### src/rtl/trap_seq_pkg.sv
// Shared constants, CSR addresses, mstatus bit positions and FSM encodings
// for the machine-mode trap/mret sequencer.
package trap_seq_pkg;

    localparam int XLEN      = 32;
    localparam int HART_ID_W = 2;

    localparam logic [11:0] CSR_MSTATUS = 12'h300;
    localparam logic [11:0] CSR_MEPC    = 12'h341;
    localparam logic [11:0] CSR_MCAUSE  = 12'h342;

    localparam int MSTATUS_MIE_BIT  = 3;
    localparam int MSTATUS_MPIE_BIT = 7;
    localparam int MSTATUS_MPP_LSB  = 11;
    localparam int MSTATUS_MPP_MSB  = 12;

    typedef enum logic [2:0] {
        ST_IDLE         = 3'd0,
        ST_FLUSH        = 3'd1,
        ST_WR_MEPC      = 3'd2,
        ST_WR_MCAUSE    = 3'd3,
        ST_WR_MSTATUS   = 3'd4,
        ST_MRET_MSTATUS = 3'd5,
        ST_REDIRECT     = 3'd6
    } state_t;

endpackage

### src/rtl/trap_seq.sv
// Sequences M-mode trap entry (drain, write mepc/mcause/mstatus, redirect)
// and mret return (drain, restore mstatus, redirect to mepc).
module trap_seq
    import trap_seq_pkg::*;
#(
    parameter int CSR_ADDR_W  = 12,
    parameter bit VECTORED_EN = 1'b1
) (
    input  logic                  clk,
    input  logic                  rst_n,
    input  logic                  take_trap,
    input  logic [HART_ID_W-1:0]  trap_hart_id,
    input  logic [XLEN-1:0]       trap_vector,
    input  logic [XLEN-1:0]       trap_mepc,
    input  logic [XLEN-1:0]       trap_mcause,
    input  logic                  mret_req,
    input  logic [HART_ID_W-1:0]  mret_hart_id,
    input  logic [XLEN-1:0]       mepc_in,
    input  logic [XLEN-1:0]       mstatus_in,
    output logic                  flush_req,
    input  logic                  flush_ack,
    output logic                  csr_we,
    output logic [CSR_ADDR_W-1:0] csr_waddr,
    output logic [XLEN-1:0]       csr_wdata,
    output logic                  redirect_valid,
    output logic [XLEN-1:0]       redirect_pc,
    output logic [HART_ID_W-1:0]  redirect_hart,
    output logic                  trap_ack,
    output logic                  mret_ack,
    output logic                  busy
);

    localparam logic [XLEN-1:0] ALIGN_MASK = ~XLEN'(3);

    state_t                 state;
    logic                   is_trap_q;
    logic [HART_ID_W-1:0]   hart_q;
    logic [XLEN-1:0]        mepc_q;
    logic [XLEN-1:0]        mcause_q;
    logic [XLEN-1:0]        target_q;
    logic [XLEN-1:0]        trap_mstatus;
    logic [XLEN-1:0]        mret_mstatus;

    // Vectored mode applies only to interrupts; MODE 2/3 fall back to direct.
    function automatic logic [XLEN-1:0] trap_target(input logic [XLEN-1:0] vec,
                                                    input logic [XLEN-1:0] cause);
        logic [XLEN-1:0] base;
        base = vec & ALIGN_MASK;
        if (VECTORED_EN && vec[1:0] == 2'b01 && cause[XLEN-1])
            return base + (XLEN'(cause[XLEN-2:0]) << 2);
        return base;
    endfunction

    always_ff @(posedge clk or negedge rst_n) begin
        if (!rst_n) begin
            state     <= ST_IDLE;
            is_trap_q <= 1'b0;
            hart_q    <= '0;
            mepc_q    <= '0;
            mcause_q  <= '0;
            target_q  <= '0;
            flush_req <= 1'b0;
            trap_ack  <= 1'b0;
            mret_ack  <= 1'b0;
        end else begin
            trap_ack <= 1'b0;
            mret_ack <= 1'b0;
            case (state)
                ST_IDLE: begin
                    flush_req <= 1'b0;
                    if (take_trap) begin
                        is_trap_q <= 1'b1;
                        hart_q    <= trap_hart_id;
                        mepc_q    <= trap_mepc & ALIGN_MASK;
                        mcause_q  <= trap_mcause;
                        target_q  <= trap_target(trap_vector, trap_mcause);
                        trap_ack  <= 1'b1;
                        state     <= ST_FLUSH;
                    end else if (mret_req) begin
                        is_trap_q <= 1'b0;
                        hart_q    <= mret_hart_id;
                        target_q  <= mepc_in & ALIGN_MASK;
                        mret_ack  <= 1'b1;
                        state     <= ST_FLUSH;
                    end
                end
                // flush_req rises the cycle after the ack, so an ack is only honoured once requested.
                ST_FLUSH: begin
                    if (flush_req && flush_ack) begin
                        flush_req <= 1'b0;
                        state     <= is_trap_q ? ST_WR_MEPC : ST_MRET_MSTATUS;
                    end else begin
                        flush_req <= 1'b1;
                    end
                end
                ST_WR_MEPC:      state <= ST_WR_MCAUSE;
                ST_WR_MCAUSE:    state <= ST_WR_MSTATUS;
                ST_WR_MSTATUS:   state <= ST_REDIRECT;
                ST_MRET_MSTATUS: state <= ST_REDIRECT;
                ST_REDIRECT:     state <= ST_IDLE;
                default:         state <= ST_IDLE;
            endcase
        end
    end

    always_comb begin
        trap_mstatus = mstatus_in;
        trap_mstatus[MSTATUS_MPIE_BIT] = mstatus_in[MSTATUS_MIE_BIT];
        trap_mstatus[MSTATUS_MIE_BIT]  = 1'b0;
        trap_mstatus[MSTATUS_MPP_MSB:MSTATUS_MPP_LSB] = 2'b11;

        mret_mstatus = mstatus_in;
        mret_mstatus[MSTATUS_MIE_BIT]  = mstatus_in[MSTATUS_MPIE_BIT];
        mret_mstatus[MSTATUS_MPIE_BIT] = 1'b1;
        mret_mstatus[MSTATUS_MPP_MSB:MSTATUS_MPP_LSB] = 2'b11;
    end

    // mstatus writes use the live mstatus_in of the write cycle, so data is decoded, not pre-registered.
    always_comb begin
        csr_we         = 1'b0;
        csr_waddr      = '0;
        csr_wdata      = '0;
        redirect_valid = 1'b0;
        redirect_pc    = '0;
        redirect_hart  = '0;
        case (state)
            ST_WR_MEPC: begin
                csr_we    = 1'b1;
                csr_waddr = CSR_ADDR_W'(CSR_MEPC);
                csr_wdata = mepc_q;
            end
            ST_WR_MCAUSE: begin
                csr_we    = 1'b1;
                csr_waddr = CSR_ADDR_W'(CSR_MCAUSE);
                csr_wdata = mcause_q;
            end
            ST_WR_MSTATUS: begin
                csr_we    = 1'b1;
                csr_waddr = CSR_ADDR_W'(CSR_MSTATUS);
                csr_wdata = trap_mstatus;
            end
            ST_MRET_MSTATUS: begin
                csr_we    = 1'b1;
                csr_waddr = CSR_ADDR_W'(CSR_MSTATUS);
                csr_wdata = mret_mstatus;
            end
            ST_REDIRECT: begin
                redirect_valid = 1'b1;
                redirect_pc    = target_q;
                redirect_hart  = hart_q;
            end
            default: ;
        endcase
    end

    assign busy = (state != ST_IDLE);

endmodule

### config.mk
export PLATFORM = sky130hd
export DESIGN_NAME = trap_seq
export DESIGN_NICKNAME = d
export VERILOG_FILES = /design/src/rtl/trap_seq_pkg.sv /design/src/rtl/trap_seq.sv
export SDC_FILE = /design/constraint.sdc
export NUM_CORES = 1
export LEC_CHECK = 0
export CORE_MARGIN = 1.5
export CORE_UTILIZATION = 48
export CTS_CLUSTER_SIZE = 28
export DETAILED_ROUTE_END_ITERATION = 6
export HOLD_SLACK_MARGIN = 0.12
export PLACE_DENSITY_LB_ADDON = 0.05
export SLEW_MARGIN = 0
export SYNTH_ARGS = -nofsm -noshare
export SYNTH_HDL_FRONTEND = slang
export SYNTH_SLANG_ARGS = --single-unit
### constraint.sdc
create_clock -name clk -period 4.89 [get_ports clk]
set_input_delay 0.978 -clock clk [delete_from_list [all_inputs] [get_ports clk]]
set_output_delay 0.978 -clock clk [all_outputs]
set_load 0.005 [all_outputs]
==> impl_metrics.tcl <==
set metrics [dict create \
    status "complete, no violations" \
    arrival_ps 2770 \
    worstSetupStartpointType "flop" \
    crit_start "state[1]" \
    worstReg2RegStart "state[0]" \
    required_ps 3910 \
    nFillCells 1269 \
    holdCritPathClass "flop to flop" \
    htree_levels 3 \
    synth_cells 898 \
    tns_ps 0 \
    fp-row-count 43 \
    worst_slew_pin_slew_ps 1155 \
    hold_violations 0 \
    die_w_um 123.2 \
    yosysWarningCount 0 \
    postRouteAntennaNets 0 \
    routed_wl_um 22930 \
    wl_per_cell_um 17.72 \
    p_total_mw 4.386 \
    p_seq_share_pct 33.7 \
    hpwl_um 17320 \
    root_buffer "clkbuf_16" \
    setup_slack_ps 1140 \
    area_growth_syn_to_layout_pct 39.71 \
    initial_utilization_pct 49.60 \
    worstHoldStart "mcause_q[31]" \
    clk_path_buf_depth 2 \
    drive_above_1_share_pct 4.039 \
    final_cell_area_um2 9693 \
    layout_common_cells "270 x nand2_1, 236 x clkdlybuf4s50_1, 100 x dfrtp_1, 73 x o21ai_0, 59 x nor2_1" \
    die_area_um2 15180 \
    synth_seq_cells 101 \
    diodes 0 \
    dpl_worst_slack_ps 1001 \
    postCtsResizedCells 0 \
    clkSlewWorstSetupHoldPaths_ps 70 \
    cts-hold-fix-buffers 0 \
    drt_iter0_markers 386 \
    core_area_um2 13990 \
    p_int_mw 2.658 \
    cts_buffers 9 \
    via_count 7233 \
    cts_tree "done" \
    final_common_cell "nand2_1" \
    seq_area_um2 2529 \
    synth_seq_area_share_pct 36.43 \
    finalNetCount 1308 \
    power_frac_clock_pct 16.1 \
    peakVddDrop_mv 0.2503 \
    p_leak_nw 4.382 \
    drt-pass1-iter-count 4 \
    finalCriticalPeriod_ps 3750 \
    ioPinCount 253 \
    overflow 0 \
    clock.fmax_mhz 266.7 \
    yosysUniqueCellTypes 66 \
    powerDensity_nw_per_um2 452.4 \
    critPathKind "flop to output port" \
    maxCapViolations 0 \
    cts.sinks 101 \
    die_height_um 123.2 \
    path_max_fanout 33 \
    p_comb_share_pct 50.2 \
    grt_usage_pct 31.02 \
    cts_setup_buffers 0 \
    antenna_found_initial 0 \
    relSlewSlack_pct 23.02 \
    rsz0062_at_grt "false" \
    grt_max_degree 69 \
    port_buffers 237 \
    synth_edf_count 0 \
    grt_pass1_wl_um 36050 \
    synthArstFlopShare_pct 100.0 \
    vias_per_cell 5.590 \
    finalClockSkew_ps 5.856 \
    multi_input_area_um2 4130 \
    p_sw_mw 1.727 \
    finalSetupViolCount 0 \
    syn_area_per_cell_um2 7.726 \
    synthFlopType "dfrtp_1" \
    swShare_pct 39.38 \
    critPathCaptureType "output port" \
    drc 0 \
    final_max_slew_viol_count 0 \
    syn_area_um2 6938 \
    first_global_vias 7153 \
    gp_congestion 0.9131 \
    clk_latency_ps 360 \
    fin_crit_sh_pct 76.68 \
    placement.cell_area_um2 9412 \
]
==> metrics by stage <==
step	util, %	hold WS, ps	instances
final	69.29	476.6	1294
after global routing	69.29	495.8	1294
after CTS	69.29	479.2	1294
after detailed placement	67.28	461.0	1278
after global placement	67.28	456.0	1278
after floorplan	-	445.0	906
==> cell families (layout without fill, tap and decap cells) <==
kind of cell / count (synthesis) / after routing / share of synthesized area (%)
adders and majority gates: 30 / 30 / 5.519
and+or+nand+nor: 413 / 413 / 25.39
buffers and inverters: 71 / 279 / 4.544
DFF: 101 / 101 / 36.43
muxes: 34 / 34 / 4.995
other: 1 / 9 / 0.05405
AOI/OAI and AO/OA: 226 / 226 / 20.29
xor gates and xnor gates: 22 / 22 / 2.777
==> power groups by stage <==
stage / registers (mW) / logic [mW] / clock network, mW
CTS: 1.48 / 2.22 / 0.715
finish: 1.48 / 2.20 / 0.706
global placement: 1.48 / 2.16 / 0
global route: 1.53 / 2.47 / 0.753
detailed placement: 1.49 / 2.21 / 0
floorplan: 1.41 / 1.33 / 0
==> flip-flops by register name, summed over array words and instances (netlist names) <==
name       flops
mcause_q      32
mepc_q        30
target_q      30
state          3
hart_q         2
flush_req      1
is_trap_q      1
mret_ack       1
trap_ack       1
==> per-layer routing <==
| metal | global-route usage (%) | up-vias | part of all wire [%] |
|---|---|---|---|
| met5 | 0 | - | 0 |
| met1 | 39.10 | 3463 | 42 |
| met3 | 4.935 | 43 | 6.4 |
| li1 | - | 3492 | - |
| met2 | 52.81 | 235 | 48 |
| met4 | 13.22 | 0 | 3.1 |
==> worst max-delay path, stage by stage (launching register included) <==
cell             delay, ps
dfrtp_1                610
and3_1                1000
and2_1                 250
clkdlybuf4s50_1        540
==> final cells by class <==
cell class / instances / area share, %
clock inverters: 7 / 0.5809
multi-input cells: 734 / 42.61
well taps: 180 / 2.323
clock buffers: 9 / 2.323
flip-flops and latches: 101 / 26.09
inverters: 10 / 0.3872
repair buffers: 253 / 25.69
==> cells in the mapped netlist, types with 6 or more instances <==
library cell | instances | share of area [%]
a211oi_1 | 6 | 0.65
a21o_1 | 20 | 2.2
a21oi_1 | 45 | 3.2
a221oi_1 | 10 | 1.3
a31oi_1 | 11 | 0.99
and2_1 | 36 | 3.2
buf_4 | 10 | 1.1
clkbuf_1 | 45 | 2.4
dfrtp_1 | 101 | 36
ha_1 | 29 | 5.2
inv_1 | 8 | 0.43
mux2i_1 | 32 | 4.6
nand2_1 | 271 | 15
nand3_1 | 10 | 0.72
nand4_1 | 6 | 0.54
nor2_1 | 59 | 3.2
nor3_1 | 6 | 0.43
o21ai_0 | 73 | 5.3
o21ai_1 | 19 | 1.4
o22ai_1 | 10 | 0.90
xnor2_1 | 14 | 1.8
xor2_1 | 8 | 1.0
==> final timing paths <==
kind                                        end  cells past startpoint  slack (ps)
worst max-delay path            redirect_pc[11]                      3        1140
worst max register to register      target_q[9]                      8        2000
min in group asynchronous            mepc_q[25]                      1         720
max in group asynchronous          target_q[13]                      2        3140
worst min register to register     mcause_q[31]                      2         480
worst min-delay path               mcause_q[31]                      2         480
(Power assumes the default switching activity.)
